## config.mk

```make
export PLATFORM = sky130hd
export DESIGN_NAME = goal_detector
export DESIGN_NICKNAME = d
export VERILOG_FILES = /design/src/rtl/maze_pkg.sv /design/src/rtl/goal_tile_cmp.sv /design/src/rtl/goal_detector.sv
export SDC_FILE = /design/constraint.sdc
export NUM_CORES = 1
export LEC_CHECK = 0
export CORE_UTILIZATION = 37
export DETAILED_ROUTE_END_ITERATION = 7
export PLACE_DENSITY = 0.64
export SYNTH_ARGS = -nofsm -noshare
export SYNTH_HDL_FRONTEND = slang
export SYNTH_SLANG_ARGS = --single-unit
```

## constraint.sdc

```tcl
create_clock -name Clk -period 4.9 [get_ports Clk]
set_clock_uncertainty 0.2 [all_clocks]
set_input_delay 0.98 -clock Clk [delete_from_list [all_inputs] [get_ports Clk]]
set_output_delay 0.98 -clock Clk [all_outputs]
set_load 0.005 [all_outputs]
```

## src/rtl/maze_pkg.sv

```systemverilog
// Shared maze identifiers, goal FSM states and default goal tile geometry.
// Used by the goal detector and the renderer.
package maze_pkg;

   typedef enum logic [1:0] {
      MAZE_NONE,
      MAZE1,
      MAZE2,
      MAZE3
   } maze_id_t;

   typedef enum logic [1:0] {
      IDLE,
      TRACK,
      DWELL,
      REACHED
   } goal_fsm_t;

   localparam int GOAL_TILE   = 16;
   localparam int DEF_GOAL1_X = 608;
   localparam int DEF_GOAL1_Y = 448;
   localparam int DEF_GOAL2_X = 16;
   localparam int DEF_GOAL2_Y = 448;
   localparam int DEF_GOAL3_X = 608;
   localparam int DEF_GOAL3_Y = 16;

endpackage

```

## src/rtl/goal_tile_cmp.sv

```systemverilog
// Combinational test of whether a ball top-left lies inside a goal tile.
// One extra bit of width keeps gx+TILE-1 from wrapping at the screen edge.
module goal_tile_cmp #(
   parameter int COORD_W = 10,
   parameter int TILE    = 16
) (
   input  logic [COORD_W-1:0] ball_x,
   input  logic [COORD_W-1:0] ball_y,
   input  logic [COORD_W-1:0] gx,
   input  logic [COORD_W-1:0] gy,
   output logic               in_tile
);

   localparam logic [COORD_W:0] SPAN = (COORD_W+1)'(TILE - 1);

   logic [COORD_W:0] bx;
   logic [COORD_W:0] by;
   logic [COORD_W:0] x_lo;
   logic [COORD_W:0] y_lo;
   logic [COORD_W:0] x_hi;
   logic [COORD_W:0] y_hi;
   logic             x_ok;
   logic             y_ok;

   assign bx   = {1'b0, ball_x};
   assign by   = {1'b0, ball_y};
   assign x_lo = {1'b0, gx};
   assign y_lo = {1'b0, gy};
   assign x_hi = x_lo + SPAN;
   assign y_hi = y_lo + SPAN;

   assign x_ok = (bx >= x_lo) && (bx <= x_hi);
   assign y_ok = (by >= y_lo) && (by <= y_hi);

   assign in_tile = x_ok && y_ok;

endmodule

```

## src/rtl/goal_detector.sv

```systemverilog
// Declares a maze goal once the ball dwells in the goal tile for DWELL frames.
// The goal level is held until the control unit changes the maze select.
module goal_detector #(
   parameter int COORD_W = 10,
   parameter int TILE    = maze_pkg::GOAL_TILE,
   parameter int DWELL   = 4,
   parameter int GOAL1_X = maze_pkg::DEF_GOAL1_X,
   parameter int GOAL1_Y = maze_pkg::DEF_GOAL1_Y,
   parameter int GOAL2_X = maze_pkg::DEF_GOAL2_X,
   parameter int GOAL2_Y = maze_pkg::DEF_GOAL2_Y,
   parameter int GOAL3_X = maze_pkg::DEF_GOAL3_X,
   parameter int GOAL3_Y = maze_pkg::DEF_GOAL3_Y
) (
   input  logic               Clk,
   input  logic               Reset,
   input  logic               maze1out,
   input  logic               maze2out,
   input  logic               maze3out,
   input  logic               frame_tick,
   input  logic [COORD_W-1:0] ball_x,
   input  logic [COORD_W-1:0] ball_y,
   output logic               goal_reach1,
   output logic               goal_reach2,
   output logic               goal_reach3,
   output logic [7:0]         dwell_cnt
);

   import maze_pkg::maze_id_t;
   import maze_pkg::goal_fsm_t;
   import maze_pkg::MAZE_NONE;
   import maze_pkg::MAZE1;
   import maze_pkg::MAZE2;
   import maze_pkg::MAZE3;
   import maze_pkg::IDLE;
   import maze_pkg::TRACK;
   import maze_pkg::REACHED;

   localparam logic [7:0] DWELL_C = 8'(DWELL);

   maze_id_t         sel;
   maze_id_t         active_maze;
   maze_id_t         active_nxt;
   goal_fsm_t        state;
   goal_fsm_t        state_nxt;
   logic [7:0]       cnt_nxt;
   logic [COORD_W-1:0] gx;
   logic [COORD_W-1:0] gy;
   logic             hit;
   logic             in_tile;
   logic             maze_change;
   logic             g1_nxt;
   logic             g2_nxt;
   logic             g3_nxt;

   always_comb begin
      sel = MAZE_NONE;
      case ({maze3out, maze2out, maze1out})
         3'b001:  sel = MAZE1;
         3'b010:  sel = MAZE2;
         3'b100:  sel = MAZE3;
         default: sel = MAZE_NONE;
      endcase
   end

   always_comb begin
      gx = '0;
      gy = '0;
      case (active_maze)
         MAZE1: begin
            gx = COORD_W'(GOAL1_X);
            gy = COORD_W'(GOAL1_Y);
         end
         MAZE2: begin
            gx = COORD_W'(GOAL2_X);
            gy = COORD_W'(GOAL2_Y);
         end
         MAZE3: begin
            gx = COORD_W'(GOAL3_X);
            gy = COORD_W'(GOAL3_Y);
         end
         default: ;
      endcase
   end

   goal_tile_cmp #(
      .COORD_W (COORD_W),
      .TILE    (TILE)
   ) u_cmp (
      .ball_x  (ball_x),
      .ball_y  (ball_y),
      .gx      (gx),
      .gy      (gy),
      .in_tile (hit)
   );

   assign in_tile     = hit && (active_maze != MAZE_NONE);
   assign maze_change = (sel != active_maze);

   // A select change wins over any frame_tick in the same cycle.
   always_comb begin
      state_nxt  = state;
      active_nxt = active_maze;
      cnt_nxt    = dwell_cnt;
      if (maze_change) begin
         active_nxt = sel;
         cnt_nxt    = 8'd0;
         if (sel == MAZE_NONE) state_nxt = IDLE;
         else                  state_nxt = TRACK;
      end else begin
         case (state)
            TRACK: begin
               if (frame_tick && in_tile) begin
                  cnt_nxt = 8'd1;
                  if (DWELL == 1) state_nxt = REACHED;
                  else            state_nxt = maze_pkg::DWELL;
               end
            end
            maze_pkg::DWELL: begin
               if (frame_tick) begin
                  if (in_tile) begin
                     cnt_nxt = dwell_cnt + 8'd1;
                     if (cnt_nxt == DWELL_C) state_nxt = REACHED;
                  end else begin
                     cnt_nxt   = 8'd0;
                     state_nxt = TRACK;
                  end
               end
            end
            REACHED: cnt_nxt = DWELL_C;
            default: ;
         endcase
      end
   end

   assign g1_nxt = (state_nxt == REACHED) && (active_nxt == MAZE1);
   assign g2_nxt = (state_nxt == REACHED) && (active_nxt == MAZE2);
   assign g3_nxt = (state_nxt == REACHED) && (active_nxt == MAZE3);

   always_ff @(posedge Clk or negedge Reset) begin
      if (!Reset) begin
         state       <= IDLE;
         active_maze <= MAZE_NONE;
         dwell_cnt   <= 8'd0;
         goal_reach1 <= 1'b0;
         goal_reach2 <= 1'b0;
         goal_reach3 <= 1'b0;
      end else begin
         state       <= state_nxt;
         active_maze <= active_nxt;
         dwell_cnt   <= cnt_nxt;
         goal_reach1 <= g1_nxt;
         goal_reach2 <= g2_nxt;
         goal_reach3 <= g3_nxt;
      end
   end

endmodule

```

; ---- After elaboration in Yosys (flattened, before gate mapping)
; Cells that the tools add are included.
[op_classes]
add_sub_neg = 3
order_cmp = 4
n_eq_ne = 17
muxes = 16
n_reduce_logical = 14
[op_table]
columns = operator, n
row1 = two-way mux 8 bit, 4
row2 = one-hot mux 8 bit (3 select lines), 1
row3 = less-or-equal comparator 10 x 11 -> 1 bit, 2
row4 = one-hot mux 10 bit (2 select lines), 1
row5 = one-hot mux 9 bit (2 select lines), 1
row6 = "== test 2 bit, second input constant", 7
row7 = two-way mux 2 bit, 6
row8 = "adder 10 x 4 -> 11 bit, second input constant", 1
row9 = "adder 9 x 4 -> 10 bit, second input constant", 1
row10 = >= comparator 10 bit, 1
row11 = >= comparator 10 x 9 -> 1 bit, 1
row12 = "adder 8 x 1 -> 8 bit, second input constant", 1
row13 = "== test 8 x 3 -> 1 bit, second input constant", 1
row14 = logical AND 1 bit, 8
row15 = "== test 2 x 1 -> 1 bit, second input constant", 3
row16 = "!= test 3 bit, second input constant", 2
row17 = one-hot mux 2 bit (3 select lines), 1
row18 = one-hot mux 2 bit (2 select lines), 1
row19 = nonzero test 4 bit, 1
row20 = OR reduction 2 bit, 2
row21 = "== test 3 x 1 -> 1 bit, second input constant", 1
row22 = "== test 3 x 2 -> 1 bit, second input constant", 1
row23 = "== test 3 bit, second input constant", 1
row24 = AND reduction 3 bit, 1
row25 = 4 further kinds, 4
[word_totals]
regBits = 15
input_bits = 26
out_inout_bits = 11

; ---- Depth between registers and ports, before layout
[logic_depth]
word_depth = 14
ltp_mapped = 11

; ---- By module
; From an unflattened synthesis, not the netlist that was laid out.
[unflattened]
cells_unflattened = 279
area_unflattened_um2 = 2292.2
[modules_own_cells]
columns = module, instances, cells_per_inst, area_per_inst_um2
row1 = goal_tile_cmp, 1, 151, 1207.4
row2 = goal_detector, 1, 128, 1084.8

; ---- Worst setup path after synthesis
; Ideal clock, no wire load.
[synth_timing]
path_kind = input-to-reg
from = input ball_x[6]
to = register dwell_cnt[1]
arrival_ns = 2.873
path_slack_ns = 1.702
cell_stages = 8
cell_sequence = ha_1 -> nand4_1 -> or4_1 -> a22oi_2 -> o2111ai_1 -> and4_4 -> buf_6 -> mux2_4
[synth_between]
elab_chain_cells = 8
[synth_rtl]
columns = element, line_no
row1 = from (decl), goal_detector.sv:20  ; input logic [COORD_W-1:0] ball_x,
row2 = less-or-equal comparator 10 x 11 -> 1 bit / >= comparator 10 bit (equally long branches), goal_tile_cmp.sv:32  ; assign x_ok = (bx >= x_lo) && (bx <= x_hi);
row3 = logical AND 1 bit (*), goal_tile_cmp.sv:32
row4 = logical AND 1 bit (*), goal_tile_cmp.sv:35  ; assign in_tile = x_ok && y_ok;
row5 = logical AND 1 bit (*), goal_detector.sv:96  ; assign in_tile = hit && (active_maze != MAZE_NONE);
row6 = two-way mux 8 bit, goal_detector.sv:120  ; if (in_tile) begin
row7 = two-way mux 8 bit, goal_detector.sv:119  ; if (frame_tick) begin
row8 = one-hot mux 8 bit (3 select lines), goal_detector.sv:110  ; case (state)
row9 = two-way mux 8 bit, goal_detector.sv:104  ; if (maze_change) begin
row10 = to (signal assigned), goal_detector.sv:150  ; dwell_cnt <= cnt_nxt;
row11 = to (decl), goal_detector.sv:25  ; output logic [7:0] dwell_cnt
; Every way passes the cells marked *; elsewhere a longest branch is shown, timed or not. The select of a mux whose other input is x is not followed.
; A chain may end at the register's enable or synchronous reset.

; ---- Final worst setup path
[layout_timing]
from = input ball_x[4]
to = register dwell_cnt[6]
; Same word-level chain as after synthesis.

==> impl_metrics.csv <==
group,metric,value,unit
outcome,outcome,"finished, final reports clean",
floorplan,floorplan.initialDensity,39.0,%
setup_path,reg2reg_setup_slack,1.71,ns
cts,tritoncts,"done",
cts,max-clock-path-buffers,2,
final_layout,commonest_non_fill_non_tap_cell_in_the_layout,"sky130_fd_sc_hd__clkdlybuf4s50_1",
power_and_ir_drop,power.total,459,µW
sta,rsz0062_at_grt,"false",
sta,max-slew-margin-rel,50.6,%
synthesis,synth.largest_area_cell,"sky130_fd_sc_hd__dfrtp_1",
setup_path,worst_setup_path_end_kind,"flop",
synthesis,synthesis.instances,186,
cts,postCtsSetupBuffers,0,
placed_design,preCtsSetupSlack,1.14,ns
final_layout,final-seq-area,375,µm²
cts,numCtsBuffers,3,
final_layout,nNetsFinal,264,
cts,clock_tree.htree_level_count,1,
power_and_ir_drop,power.density_cell_area,229,nW/µm²
min_path,min_from,"dwell_cnt[7]$_DFFE_PN0P_",
final_layout,multiInputGateArea,1100,µm²
cts,worst_skew_pair.late_latency,0.25,ns
setup_path,crit_start,"ball_x[4]",
floorplan,placement_rows,23,
setup_path,timing_worst_setup_path_type,"input pin to flop",
routing,detailed_route_via_count,1555,
sta,worst-slew-pin-transition,0.738,ns
floorplan,die_area,4540,µm²
final_layout,num-fill-cells,397,
placed_design,dp_hpwl,2.94,mm
sta,fin_crit,3.51,ns
setup_path,critical_path.reg2reg.endpoint,"dwell_cnt[6]$_DFFE_PN0P_",
sta,finalSetupViolCount,0,
min_path,worstHoldPathType,"flop to flop",
routing,drt.antenna.violating_nets,0,
synthesis,yosysTopAreaCellShare,23.7,%
final_layout,most-common-layout-cells,"sky130_fd_sc_hd__clkdlybuf4s50_1 (36), sky130_fd_sc_hd__ha_1 (18), sky130_fd_sc_hd__inv_1 (17)",
synthesis,synth_enable_flop_cells,0,
power_and_ir_drop,worst_ir_drop_vdd,172,µV
grt,first_global_vias,1398,
floorplan,core_area,4060,µm²
sta,tcrit_tclk_final,71.7,%
grt,global_route.overflow_total,0,
routing,post_drt_via_cell_ratio,5.78,
cts,number_of_cells_upsized_or_downsized_after_cts,0,
cts,hold_buffers,0,
synthesis,yosys_register_bits,15,
sta,clock.fmax,285,MHz
placed_design,dpl_cell_area,1960,µm²
min_path,min_to,"dwell_cnt[7]$_DFFE_PN0P_",
setup_path,timing.critical_path.fanout_max,8,
grt,grt_first_pass_wirelength,6.49,mm
floorplan,floorplan.die.height,67.4,µm
routing,drcViolationCount,0,
routing,wl_per_cell,13.7,µm
run,timing.max_cap.violations,0,
sta,setup_slack,1.39,ns
final_layout,num_antenna_cells,0,
final_layout,postLayoutCellArea,2000,µm²
power_and_ir_drop,cellLeakagePower,0.000829,µW
routing,drt_wl_total,3.70,mm
synthesis,postSynth.asyncResetShare,100,%
routing,drtPass1Iterations,4,
grt,antenna_violations_before_repair,0,
grt,grt_max_degree,16,
setup_path,critical_path_required_time,4.89,ns
setup_path,r2r_cells,10,
routing,first_iter_violations,109,
placed_design,gp_congestion,0.771,
sta,setup-tns-final,0,ns
cts,cts.sink_count,15,
cts,clock_tree.root_cell,"sky130_fd_sc_hd__clkbuf_8",
cts,clk_pin_slew_worst_paths,0.06,ns
setup_path,arrival,3.51,ns
synthesis,yosys_warnings,0,
sta,final_hold_viol_count,0,
sta,slew_viol_final,0,
min_path,timing.hold.worst_path_depth,1,
synthesis,syn_area,1580,µm²
grt,gr-usage-all-layers,18.6,%
sta,worst_hold_margin,0.405,ns
final_layout,syn2layout_area_growth,26.6,%
synthesis,synth.lib_cells_used.distinct,58,
synthesis,synth_nets,230,
final_layout,post_route_cells_drive_above_1_share,6.85,%
setup_path,worstReg2RegStart,"active_maze[1]$_DFF_PN0_",
setup_path,worstSetupStartpointType,"input pin",
synthesis,synth_sequential_area_ratio,23.7,%
placed_design,placement.io_buffers,36,
floorplan,fp.dieW,67.4,µm
synthesis,syn_area_per_cell,8.51,µm²
synthesis,synth_flop_type,"sky130_fd_sc_hd__dfrtp_1",
floorplan,i_o_pin_count,37,
synthesis,ys_top_cells_by_area,"sky130_fd_sc_hd__dfrtp_1 (24%), sky130_fd_sc_hd__ha_1 (14%), sky130_fd_sc_hd__inv_1 (4.0%), sky130_fd_sc_hd__nand2_1 (3.8%), sky130_fd_sc_hd__o21ai_0 (3.5%)",
cell usage after synthesis, types with 3 or more instances:
master and instances:
sky130_fd_sc_hd__nor2_1 9, sky130_fd_sc_hd__inv_1 17, sky130_fd_sc_hd__clkbuf_1 3, sky130_fd_sc_hd__o21ai_0 11
sky130_fd_sc_hd__or4_1 5, sky130_fd_sc_hd__dfrtp_1 15, sky130_fd_sc_hd__o2111ai_1 5, sky130_fd_sc_hd__nand2_1 16
sky130_fd_sc_hd__xor2_1 3, sky130_fd_sc_hd__ha_1 18, sky130_fd_sc_hd__nand3_1 4, sky130_fd_sc_hd__nor3_1 4
sky130_fd_sc_hd__nand4_1 5, sky130_fd_sc_hd__a21oi_1 10, sky130_fd_sc_hd__nand2b_1 5, sky130_fd_sc_hd__a21o_1 5
sky130_fd_sc_hd__nor4_1 3
cell type report:
cell class	count	share of cell area [%]
Inverter	17	3.18
Timing Repair Buffer	36	18.0
Sequential cell	15	18.7
Tap cell	50	3.12
Clock buffer	4	2.25
Multi-Input combinational cell	147	54.7
registers in the layout (all words and copies together), names as in the netlist:
register and flops:
goal_reach2 1, goal_reach3 1, state 2, active_maze 2, goal_reach1 1, dwell_cnt 8
worst max path at each step:
stage | depth (start not counted) | to | slack (ns)
6_report | 9 | dwell_cnt[6]$_DFFE_PN0P_ | 1.39
5_1_grt | 8 | dwell_cnt[6]$_DFFE_PN0P_ | 1.13
4_1_cts | 9 | dwell_cnt[1]$_DFFE_PN0P_ | 1.41
3_5_place_dp | 9 | dwell_cnt[1]$_DFFE_PN0P_ | 1.14
3_3_place_gp | 9 | dwell_cnt[1]$_DFFE_PN0P_ | 1.15
2_1_floorplan | 8 | dwell_cnt[1]$_DFFE_PN0P_ | 1.70
per-layer routing:
layer  routed length [µm]  GRT usage (%)  up-vias
met3                  149           3.72        2
met5                    0              0        -
met4                    8           1.60        0
met2                 1710           30.9       32
met1                 1820           25.8      755
li1                     -              -      766
critical path: stages:
cell and delay, ns:
sky130_fd_sc_hd__clkdlybuf4s50_1 0.48, sky130_fd_sc_hd__inv_1 0.05, sky130_fd_sc_hd__ha_1 0.27, sky130_fd_sc_hd__nand4_1 0.09, sky130_fd_sc_hd__or3_1 0.33, sky130_fd_sc_hd__o32ai_2 0.43, sky130_fd_sc_hd__o2111ai_1 0.43, sky130_fd_sc_hd__a311oi_1 0.33
sky130_fd_sc_hd__a21o_1 0.11
where the power goes:
| part | internal, µW | switching (µW) |
|---|---|---|
| sequential | 132 | 12.3 |
| combinational | 89.3 | 123 |
| clock | 57.6 | 44.5 |
| total | 279 | 180 |
stage by stage:
stage | utilization [%] | std cells
floorplan | - | 186
detailed placement | 48.3 | 265
global placement | 48.3 | 265
CTS | 49.4 | 269
finish | 49.4 | 269
global route | 49.4 | 269
logic make-up after synthesis:
| kind of cell | after synthesis | share of synthesized area, % |
|---|---|---|
| xor gates and xnor gates | 4 | 2.21 |
| buffers and inverters | 24 | 6.96 |
| and+or+nand+nor | 68 | 24.7 |
| adders and majority gates | 18 | 14.2 |
| muxes | 2 | 1.66 |
| AOI/OAI and AO/OA | 55 | 26.6 |
| DFF | 15 | 23.7 |
Power figures use the tool's default switching activity.
